$ cat src/rtl/pipe_arb.sv
// Two-requester round-robin arbiter feeding a single-entry pipe slot, with
// multi-beat locked transfers and flush. Lock FSM and priority are exposed for debug.
module pipe_arb #(
   parameter type T = logic [7:0]
) (
   input  logic       clk_in,
   input  logic       reset_in,
   input  logic       flush_in,
   input  logic       req0_in,
   input  logic       lock0_in,
   input  T           data0_in,
   output logic       ack0_out,
   input  logic       req1_in,
   input  logic       lock1_in,
   input  T           data1_in,
   output logic       ack1_out,
   input  logic       read_in,
   output T           data_out,
   output logic       src_out,
   output logic       valid_out,
   output logic       full_out,
   output logic [1:0] dbg_state_out,
   output logic       dbg_prio_out
);

   typedef enum logic [1:0] {
      UNLOCKED = 2'd0,
      LOCKED0  = 2'd1,
      LOCKED1  = 2'd2
   } lock_state_e;

   lock_state_e state_q, state_d;
   logic        full_q, full_d;
   logic        prio_q, prio_d;
   logic        src_q, src_d;
   T            data_q, data_d;

   logic can_wr, go, elig0, elig1, r0, r1, ack0, ack1;

   // Handshakes: a beat moves from requester K to the slot in any cycle
   // where ackK_out is high; downstream takes the slot in any cycle where
   // valid_out and read_in are both high. read_in on an empty slot is ignored.
   always_comb begin
      can_wr = !full_q || read_in;
      go     = reset_in && !flush_in && can_wr;
      elig0  = (state_q != LOCKED1);
      elig1  = (state_q != LOCKED0);
      r0     = req0_in && elig0;
      r1     = req1_in && elig1;
      // prio only matters when both are eligible and requesting
      ack0   = go && r0 && (!r1 || !prio_q);
      ack1   = go && r1 && (!r0 ||  prio_q);
   end

   always_comb begin
      full_d  = full_q;
      data_d  = data_q;
      src_d   = src_q;
      prio_d  = prio_q;
      state_d = state_q;
      if (flush_in) begin
         full_d  = 1'b0;
         state_d = UNLOCKED;
      end else if (ack0) begin
         full_d = 1'b1;
         data_d = data0_in;
         src_d  = 1'b0;
         prio_d = 1'b1;
      end else if (ack1) begin
         full_d = 1'b1;
         data_d = data1_in;
         src_d  = 1'b1;
         prio_d = 1'b0;
      end else if (read_in && full_q) begin
         full_d = 1'b0;
      end

      if (!flush_in) begin
         case (state_q)
            UNLOCKED: begin
               if (ack0 && lock0_in)      state_d = LOCKED0;
               else if (ack1 && lock1_in) state_d = LOCKED1;
            end
            LOCKED0:  if (ack0 && !lock0_in) state_d = UNLOCKED;
            LOCKED1:  if (ack1 && !lock1_in) state_d = UNLOCKED;
            default:  state_d = UNLOCKED;
         endcase
      end
   end

   always_ff @(posedge clk_in) begin
      if (!reset_in) begin
         full_q  <= 1'b0;
         data_q  <= '0;
         src_q   <= 1'b0;
         prio_q  <= 1'b0;
         state_q <= UNLOCKED;
      end else begin
         full_q  <= full_d;
         data_q  <= data_d;
         src_q   <= src_d;
         prio_q  <= prio_d;
         state_q <= state_d;
      end
   end

   assign ack0_out      = ack0;
   assign ack1_out      = ack1;
   assign data_out      = data_q;
   assign src_out       = src_q;
   assign valid_out     = full_q;
   assign full_out      = full_q;
   assign dbg_state_out = state_q;
   assign dbg_prio_out  = prio_q;

endmodule
$ cat config.mk
export PLATFORM = sky130hd
export DESIGN_NAME = pipe_arb
export DESIGN_NICKNAME = d
export VERILOG_FILES = /design/src/rtl/pipe_arb.sv
export SDC_FILE = /design/constraint.sdc
export NUM_CORES = 1
export LEC_CHECK = 0
export ABC_AREA = 1
export CORE_ASPECT_RATIO = 0.8
export CORE_UTILIZATION = 40
export CTS_BUF_LIST = sky130_fd_sc_hd__clkbuf_4
export DETAILED_ROUTE_END_ITERATION = 10
export PLACE_DENSITY = 0.81
export SYNTH_ARGS = -nofsm -noshare
export SYNTH_HDL_FRONTEND = slang
export SYNTH_SLANG_ARGS = --single-unit
export TNS_END_PERCENT = 5
$ cat constraint.sdc
create_clock -name clk_in -period 1.8 [get_ports clk_in]
set_input_delay 0.18 -clock clk_in [delete_from_list [all_inputs] [get_ports clk_in]]
set_output_delay 0.18 -clock clk_in [all_outputs]
set_load 0.005 [all_outputs]
==> results of run 1 <==
## synthesized netlist by cell type, drive strengths merged
cell    number  area share (%)
nor2         6             6.8
o21bai       1             1.1
nand3b       1             1.1
buf          3             4.3
nand2       45              26
dfxtp       13              37
inv         13             7.3
a21oi        5             3.6
nand3       12             9.3
o21ai        1            0.71
nor3         1            0.71
clkinv       2             2.0
## final cells by class
cell class,count,area [um2]
repair buffers,48,461.7
fillers,143,422.9
multi-input cells,72,354.1
flip-flops and latches,13,265.3
inverters,15,65.06
clock buffers,4,30.03
well taps,22,27.53
## routing by layer
metal / part of all wire (%) / vias to the layer above / track usage, % / wire (um)
li1: - / 412 / - / -
met1: 46 / 352 / 24.88 / 874
met2: 44 / 32 / 36.46 / 831
met3: 8.8 / 2 / 8.140 / 166
met4: 0.64 / 0 / 11.03 / 12
met5: 0 / - / 0 / 0
## flip-flops by register name, indices dropped and copies added (netlist names)
signal / count
dbg_state_out: 2
data_out: 8
full_out: 1
dbg_prio_out: 1
src_out: 1
## tightest hold or removal path, cell delays in order
cell           delay [ns]
dlygate4sd2_1        0.27
inv_4                0.07
buf_4                0.11
a21oi_1              0.03
## through the flow
step | total power, mW | utilization (%)
2_1_floorplan | 0.3761 | -
5_1_grt | 0.7014 | 74.00
3_5_place_dp | 0.4763 | 71.00
6_report | 0.6660 | 74.00
4_1_cts | 0.6748 | 73.23
3_3_place_gp | 0.4738 | 71.00
## layout by cell type, fill, tap and decap left out, drive strengths merged, types with 2 or more instances in the layout
| cell type | netlist | layout |
|---|---|---|
| nor2 | 6 | 6 |
| dfxtp | 13 | 13 |
| clkbuf | 0 | 4 |
| dlymetal6s2s | 0 | 2 |
| clkinv | 2 | 2 |
| inv | 13 | 13 |
| nand3 | 12 | 12 |
| clkdlybuf4s50 | 0 | 36 |
| buf | 3 | 9 |
| nand2 | 45 | 45 |
| a21oi | 5 | 5 |
## power groups by stage
stage	clock network, mW	registers (mW)	logic [mW]
floorplan	0	0.315	0.0615
global placement	0	0.313	0.160
detailed placement	0	0.314	0.162
CTS	0.203	0.308	0.164
global route	0.216	0.308	0.177
finish	0.197	0.306	0.163
## final timing paths
check                                 to  slack (ns)                   startpoint  depth (start not counted)
max                             ack1_out        0.39  dbg_state_out[0]$_SDFF_PN0_                          6
min          dbg_state_out[0]$_SDFF_PN0_        0.42                     reset_in                          4
max reg2reg     data_out[4]$_SDFFE_PN0P_        0.46  dbg_state_out[0]$_SDFF_PN0_                         11
min reg2reg         src_out$_SDFFE_PN0P_        0.47         src_out$_SDFFE_PN0P_                          2
## kinds of logic after synthesis
kind of cell | share of synthesized area [%]
simple gates | 43.83
compound gates | 5.366
buf+inv | 13.60
flops | 37.21
## timing repair
item,CTS,global route
resized for setup,5,5
pin swaps,0,0
setup buffers,0,0
setup endpoints to repair,2,2
==> impl_results.html, run 1 <==
<table>
<tr><th>Metric</th><th>Value</th></tr>
<tr><th colspan="2">Critical path</th></tr>
<tr><td>Max stage delay cell, worst path</td><td>dfxtp_2</td></tr>
<tr><td>Critical path data arrival time</td><td>1.23 ns</td></tr>
<tr><td>Family of cells with the greatest summed delay on the critical path</td><td>flip-flops</td></tr>
<tr><td>Top cell by count, worst path</td><td>nand2_2</td></tr>
<tr><td>Delay of the slowest critical-path stage</td><td>around 0.36 ns</td></tr>
<tr><td>Worst setup path class</td><td>register to output port</td></tr>
<tr><td>Top fanout value on the critical path</td><td>4</td></tr>
<tr><td>Worst path bufs/invs</td><td>3</td></tr>
<tr><td>Type of destination of the critical path</td><td>output port</td></tr>
<tr><td>Crit start category</td><td>register</td></tr>
<tr><td>Required time reported for the critical path endpoint</td><td>1.62 ns</td></tr>
<tr><td>Cells along the critical path</td><td>inv_1 &gt; nand2_2 &gt; nand3b_1 &gt; nand2_2 &gt; clkinv_4 &gt; dlymetal6s2s_1</td></tr>
<tr><th colspan="2">Die</th></tr>
<tr><td>Initial core utilization</td><td>a little over two fifths</td></tr>
<tr><td>Die area</td><td>1921 um2</td></tr>
<tr><td>Die span in x</td><td>48.75 um</td></tr>
<tr><td>Chip height</td><td>39.40 um</td></tr>
<tr><td>Area of the core region</td><td>~1600 um2</td></tr>
<tr><td>Boundary pin count</td><td>40</td></tr>
<tr><td>Floorplan row count</td><td>13</td></tr>
<tr><th colspan="2">GRT</th></tr>
<tr><td>Wire length of the first global-routing pass</td><td>3.022 mm</td></tr>
<tr><td>Global-route usage over all layers</td><td>21.73%</td></tr>
<tr><td>Number of global-route vias before repair</td><td>761</td></tr>
<tr><td>Sum of overflow across all layers after global routing</td><td>0</td></tr>
<tr><td>Initial antenna violation count</td><td>0</td></tr>
<tr><td>Pin count of the biggest net entering global routing</td><td>12</td></tr>
<tr><th colspan="2">Timing</th></tr>
<tr><td>Normalized max-slew margin</td><td>roughly nine tenths</td></tr>
<tr><td>Final Hold Slack</td><td>0.4227 ns</td></tr>
<tr><td>Clock Skews</td><td>approximately 0.0040 ns</td></tr>
<tr><td>Worst Max-Slew Pin Slew</td><td>0.1679 ns</td></tr>
<tr><td>Final-layout setup total negative slack</td><td>0 ns</td></tr>
<tr><td>RSZ-0062 raised after global routing</td><td>no</td></tr>
<tr><td>Clock period minus final worst setup slack</td><td>1.411 ns</td></tr>
<tr><td>Minimum setup slack in the final design</td><td>0.3889 ns</td></tr>
<tr><td>Final Hold Violating Endpoints</td><td>0</td></tr>
<tr><td>Crit share post-route</td><td>78.39%</td></tr>
<tr><td>Max-slew violations</td><td>0</td></tr>
<tr><td>FMAX</td><td>708.7 MHz</td></tr>
<tr><td>Setup-violating endpoint count in the final report</td><td>0</td></tr>
<tr><th colspan="2">Power and ir drop</th></tr>
<tr><td>Net switching fraction of the power</td><td>25.20%</td></tr>
<tr><td>Clock network power share</td><td>29.5%</td></tr>
<tr><td>Combinational group share of total power</td><td>around 25%</td></tr>
<tr><td>Worst vdd rail ir drop</td><td>0.4667 mV</td></tr>
<tr><td>Net switching power figure</td><td>~0.17 mW</td></tr>
<tr><td>Leakage power summed over all cells</td><td>approximately 0.58 nW</td></tr>
<tr><td>Cell internal power dissipation</td><td>0.4982 mW</td></tr>
<tr><td>Power density normalized to cell area</td><td>553.3 nW/um2</td></tr>
<tr><td>Seq pwr share</td><td>46.0%</td></tr>
<tr><th colspan="2">Synthesis</th></tr>
<tr><td>Sequential share of the synthesized area</td><td>37.21%</td></tr>
<tr><td>Mean Syn Cell Area</td><td>6.790 um2</td></tr>
<tr><td>Mapped Nets</td><td>127</td></tr>
<tr><td>Netlist area before placement</td><td>~700 um2</td></tr>
<tr><td>Flops &amp; latches, synth</td><td>13</td></tr>
<tr><td>Count of mapped cells out of synthesis</td><td>about 100</td></tr>
<tr><td>Number of distinct library cells after synthesis</td><td>20</td></tr>
<tr><td>Synth warnings</td><td>0</td></tr>
<tr><th colspan="2">Drt</th></tr>
<tr><td>Number of vias in the routed layout</td><td>798</td></tr>
<tr><td>Number of remaining DRC errors</td><td>0</td></tr>
<tr><td>Total wirelength of the detailed-routed design</td><td>1.884 mm</td></tr>
<tr><td>Vias per std cell</td><td>4.586</td></tr>
<tr><td>Number of design-rule violations left by the first detailed-router iteration</td><td>7</td></tr>
<tr><td>Remaining antenna violation count after routing</td><td>0</td></tr>
<tr><td>Routed len/inst</td><td>10.83 um</td></tr>
<tr><td>Iteration count of the initial detailed-routing pass</td><td>3</td></tr>
<tr><th colspan="2">Cells and area</th></tr>
<tr><td>Final Cell Area</td><td>1204 um2</td></tr>
<tr><td>Ratio of cells with drive above 1 in the final layout</td><td>between 10% and 20%</td></tr>
<tr><td>Net total in the final layout</td><td>177</td></tr>
<tr><td>Layout-stage area growth over the synthesis result</td><td>72.09%</td></tr>
<tr><td>Final antenna diode count</td><td>0</td></tr>
<tr><td>Final instance count without filler cells</td><td>174</td></tr>
<tr><th colspan="2">Clocking</th></tr>
<tr><td>Sinks on Clock Net</td><td>13</td></tr>
<tr><td>Hold-fix buffers, CTS</td><td>0</td></tr>
<tr><td>Clock tree buffer depth</td><td>2</td></tr>
<tr><td>Root Driver</td><td>clkbuf_4</td></tr>
<tr><td>TritonCTS clock tree</td><td>yes</td></tr>
<tr><td>H-tree depth</td><td>1</td></tr>
<tr><td>Clock-pin slew reported for the worst setup and hold paths after clock tree synthesis</td><td>0.08 ns</td></tr>
<tr><td>Clk_lat worst skew</td><td>0.27 ns</td></tr>
<tr><td>CTS buffer count</td><td>3</td></tr>
<tr><th colspan="2">Worst hold path</th></tr>
<tr><td>Worst hold path type</td><td>input pin to register</td></tr>
<tr><th colspan="2">Status</th></tr>
<tr><td>Run status</td><td>completed</td></tr>
<tr><th colspan="2">Place</th></tr>
<tr><td>Placed Instance Area</td><td>1155 um2</td></tr>
<tr><td>Final HPWL from detailed placement</td><td>1.470 mm</td></tr>
<tr><td>Setup WS pre-CTS</td><td>-0.03007 ns</td></tr>
<tr><td>Number of buffer cells added on primary ports</td><td>39</td></tr>
<tr><td>Weighted congestion reported at the end of routability-driven placement</td><td>0.8472</td></tr>
<tr><td>Placed instance count</td><td>170</td></tr>
<tr><th colspan="2">Flow run</th></tr>
<tr><td>Max-cap viol count</td><td>0</td></tr>
</table>
Power figures use the tool's default switching activity.
==> run 2: changes to the inputs <==
Settings changed: CORE_UTILIZATION 40 to 38, PLACE_DENSITY 0.81 to 0.77.
Clock period 1.8 ns to 1.31 ns, I/O delays scaled along.
==> impl_results.html, run 2 (same netlist as run 1, synthesis figures left out) <==
<table>
<tr><th>Metric</th><th>Value</th></tr>
<tr><th colspan="2">Clocking</th></tr>
<tr><td>TritonCTS clock tree</td><td>yes</td></tr>
<tr><td>CTS buffer count</td><td>3 (unchanged)</td></tr>
<tr><td>Hold-fix buffers, CTS</td><td>0 (unchanged)</td></tr>
<tr><td>Clk_lat worst skew</td><td>0.27 ns (about the same)</td></tr>
<tr><td>Clock tree buffer depth</td><td>2 (unchanged)</td></tr>
<tr><td>Clock-pin slew reported for the worst setup and hold paths after clock tree synthesis</td><td>0.08 ns (about the same)</td></tr>
<tr><td>Root Driver</td><td>clkbuf_4</td></tr>
<tr><td>Sinks on Clock Net</td><td>13 (unchanged)</td></tr>
<tr><td>H-tree depth</td><td>1 (unchanged)</td></tr>
<tr><th colspan="2">Critical path</th></tr>
<tr><td>Reg2reg setup slack</td><td>-0.05 ns (-0.51 ns)</td></tr>
<tr><td>Required time reported for the critical path endpoint</td><td>1.18 ns (-0.44 ns)</td></tr>
<tr><td>Path depth of the worst reg2reg path</td><td>10 (-1)</td></tr>
<tr><td>Worst r2r dst</td><td>data_out[2]$_SDFFE_PN0P_</td></tr>
<tr><td>Type of destination of the critical path</td><td>output port</td></tr>
<tr><td>Crit start category</td><td>register</td></tr>
<tr><td>Critical path data arrival time</td><td>1.25 ns (+0.02 ns)</td></tr>
<tr><td>Worst setup path class</td><td>register to output port</td></tr>
<tr><td>Worst R2R Start</td><td>dbg_state_out[0]$_SDFF_PN0_</td></tr>
<tr><td>Top fanout value on the critical path</td><td>4 (unchanged)</td></tr>
<tr><th colspan="2">Cells and area</th></tr>
<tr><td>Most common cell after layout, fill and taps aside</td><td>nand2_1</td></tr>
<tr><td>Filler Cells Inserted</td><td>113 (-21%)</td></tr>
<tr><td>Net total in the final layout</td><td>187 (+5.6%)</td></tr>
<tr><td>Final antenna diode count</td><td>0 (unchanged)</td></tr>
<tr><td>Layout-stage area growth over the synthesis result</td><td>94.10%</td></tr>
<tr><td>Leading cell types in the layout, fill and taps excluded</td><td>34 x nand2_1, 31 x clkdlybuf4s50_1, 16 x buf_4</td></tr>
<tr><td>Area taken by multi-input logic gates</td><td>420.4 um2 (+19%)</td></tr>
<tr><td>Number of flip-flops under the largest register name</td><td>8 (unchanged)</td></tr>
<tr><td>Area occupied by registers</td><td>270.3 um2 (+1.9%)</td></tr>
<tr><td>Ratio of cells with drive above 1 in the final layout</td><td>32.10% (+12 points)</td></tr>
<tr><th colspan="2">Timing</th></tr>
<tr><td>FMAX</td><td>slightly above 700 MHz</td></tr>
<tr><td>Crit share post-route</td><td>105.7%</td></tr>
<tr><td>Max-slew violations</td><td>0 (unchanged)</td></tr>
<tr><td>Final Hold Violating Endpoints</td><td>0 (unchanged)</td></tr>
<tr><td>Final-layout setup total negative slack</td><td>-0.4507 ns (-0.4507 ns)</td></tr>
<tr><td>Normalized max-slew margin</td><td>79.12% (-9.6 points)</td></tr>
<tr><td>Clock Skews</td><td>0.005577 ns (+0.001558 ns)</td></tr>
<tr><td>Minimum setup slack in the final design</td><td>-0.07517 ns (-0.4641 ns)</td></tr>
<tr><td>Clock period minus final worst setup slack</td><td>between 1 and 1.5 ns</td></tr>
<tr><td>RSZ-0062 raised after global routing</td><td>yes</td></tr>
<tr><td>Setup-violating endpoint count in the final report</td><td>12 (+12)</td></tr>
<tr><td>Final Hold Slack</td><td>0.3436 ns (-0.07908 ns)</td></tr>
<tr><td>Worst Max-Slew Pin Slew</td><td>0.3125 ns (+0.1446 ns)</td></tr>
<tr><th colspan="2">GRT</th></tr>
<tr><td>Pin count of the biggest net entering global routing</td><td>12 (unchanged)</td></tr>
<tr><td>Wire length of the first global-routing pass</td><td>3.298 mm (+9.1%)</td></tr>
<tr><td>Global-route usage over all layers</td><td>22.56% (+0.83 points)</td></tr>
<tr><td>Initial antenna violation count</td><td>0 (unchanged)</td></tr>
<tr><td>Number of global-route vias before repair</td><td>805 (+5.8%)</td></tr>
<tr><td>Sum of overflow across all layers after global routing</td><td>0 (unchanged)</td></tr>
<tr><th colspan="2">Drt</th></tr>
<tr><td>Routed len/inst</td><td>12.03 um (+11%)</td></tr>
<tr><td>Number of vias in the routed layout</td><td>869 (+8.9%)</td></tr>
<tr><td>Iteration count of the initial detailed-routing pass</td><td>4 (+1)</td></tr>
<tr><td>Met2 routed WL</td><td>1.093 mm (+32%)</td></tr>
<tr><td>Routed wire length on met3</td><td>192 um (+16%)</td></tr>
<tr><td>Total wirelength of the detailed-routed design</td><td>2.214 mm (+18%)</td></tr>
<tr><td>Vias per std cell</td><td>4.723 (+3.0%)</td></tr>
<tr><td>Number of design-rule violations left by the first detailed-router iteration</td><td>25 (+18)</td></tr>
<tr><td>Routed length on met1</td><td>928 um (+6.2%)</td></tr>
<tr><td>Number of remaining DRC errors</td><td>0 (unchanged)</td></tr>
<tr><td>Highest metal layer with signal wires</td><td>met3</td></tr>
<tr><td>Remaining antenna violation count after routing</td><td>0 (unchanged)</td></tr>
<tr><th colspan="2">Worst hold path</th></tr>
<tr><td>Worst hold path type</td><td>input pin to register</td></tr>
<tr><td>Hold endpoint</td><td>dbg_state_out[1]$_SDFF_PN0_</td></tr>
<tr><td>Origin of the worst min-delay path</td><td>flush_in</td></tr>
<tr><td>Hold Path Cell Cnt</td><td>4 (unchanged)</td></tr>
<tr><th colspan="2">Power and ir drop</th></tr>
<tr><td>Power density normalized to cell area</td><td>704.1 nW/um2 (+27%)</td></tr>
<tr><td>Worst vdd rail ir drop</td><td>0.5644 mV (+21%)</td></tr>
<tr><td>Leakage power summed over all cells</td><td>0.6527 nW (+13%)</td></tr>
<tr><td>Total power draw</td><td>0.9559 mW (+44%)</td></tr>
<tr><th colspan="2">Die</th></tr>
<tr><td>Floorplan row count</td><td>13 (unchanged)</td></tr>
<tr><td>Chip height</td><td>40.37 um (+2.5%)</td></tr>
<tr><td>Boundary pin count</td><td>40 (unchanged)</td></tr>
<tr><td>Die area</td><td>2017 um2 (+5.0%)</td></tr>
<tr><td>Initial core utilization</td><td>41.75% (-1.3 points)</td></tr>
<tr><td>Area of the core region</td><td>1675 um2 (+3.0%)</td></tr>
<tr><td>Die span in x</td><td>49.97 um (+2.5%)</td></tr>
<tr><th colspan="2">Place</th></tr>
<tr><td>Weighted congestion reported at the end of routability-driven placement</td><td>0.8495 (+0.27%)</td></tr>
<tr><td>Final HPWL from detailed placement</td><td>1.562 mm (+6.2%)</td></tr>
<tr><td>Number of buffer cells added on primary ports</td><td>39 (unchanged)</td></tr>
<tr><th colspan="2">Status</th></tr>
<tr><td>Violations in the final reports</td><td>setup timing</td></tr>
<tr><td>Run status</td><td>complete, but fails checks</td></tr>
<tr><th colspan="2">Flow run</th></tr>
<tr><td>Max-cap viol count</td><td>0 (unchanged)</td></tr>
</table>
==> run 2: layout make-up <==
type                            count  area share (%)
Clock buffer                        4           2.212
Inverter                           15           5.069
Multi-Input combinational cell     72           30.97
Sequential cell                    13           19.91
Tap cell                           22           2.028
Timing Repair Buffer               58           39.82
==> run 2: timing repair <==
item | CTS | global route
pin swaps | 4 | 19
gates resized for setup | 19 | 28
buffers inserted | 4 | 4
setup endpoints to repair | 16 | 16
hold endpoints to repair | 0 | 0
==> run 2: power by group <==
part / total (mW) / switching [mW] / internal, mW
logic: 0.265 / 0.109 / 0.156
registers: 0.422 / 0.0120 / 0.410
clock network: 0.269 / 0.130 / 0.139
==> run 2: per-layer routing <==
metal  up-vias  global-route usage, %
met1       389                  26.77
li1        432                      -
met5         -                      0
met4         0                  2.857
met2        48                  39.86
met3         0                  9.470
==> run 2: metrics by stage <==
stage	util [%]	instance area [um2]	worst slack, ns	std cells
floorplan	-	699.4	0.1068	103
global placement	71.47	1197	-0.4014	174
detailed placement	71.47	1197	-0.4195	174
CTS	75.73	1269	-0.08864	182
global route	81.03	1358	-0.1256	184
finish	81.03	1358	-0.07517	184
==> run 2: critical path: stages (launching register included) <==
cell and delay (ns):
dfxtp_2 0.38, inv_1 0.09, nand2_4 0.09, nand2_4 0.06
nor2_4 0.14, nand2_4 0.07, clkinv_4 0.05, clkbuf_2 0.10
==> run 2: worst max-delay path by stage <==
stage	end	start	depth (start not counted)
after CTS	dbg_state_out[0]$_SDFF_PN0_	dbg_state_out[0]$_SDFF_PN0_	11
after global routing	ack1_out	dbg_state_out[1]$_SDFF_PN0_	7
final	ack1_out	dbg_state_out[1]$_SDFF_PN0_	7
after floorplan	data_out[0]$_SDFFE_PN0P_	dbg_state_out[0]$_SDFF_PN0_	10
after detailed placement	ack1_out	reset_in	8
after global placement	ack1_out	reset_in	8
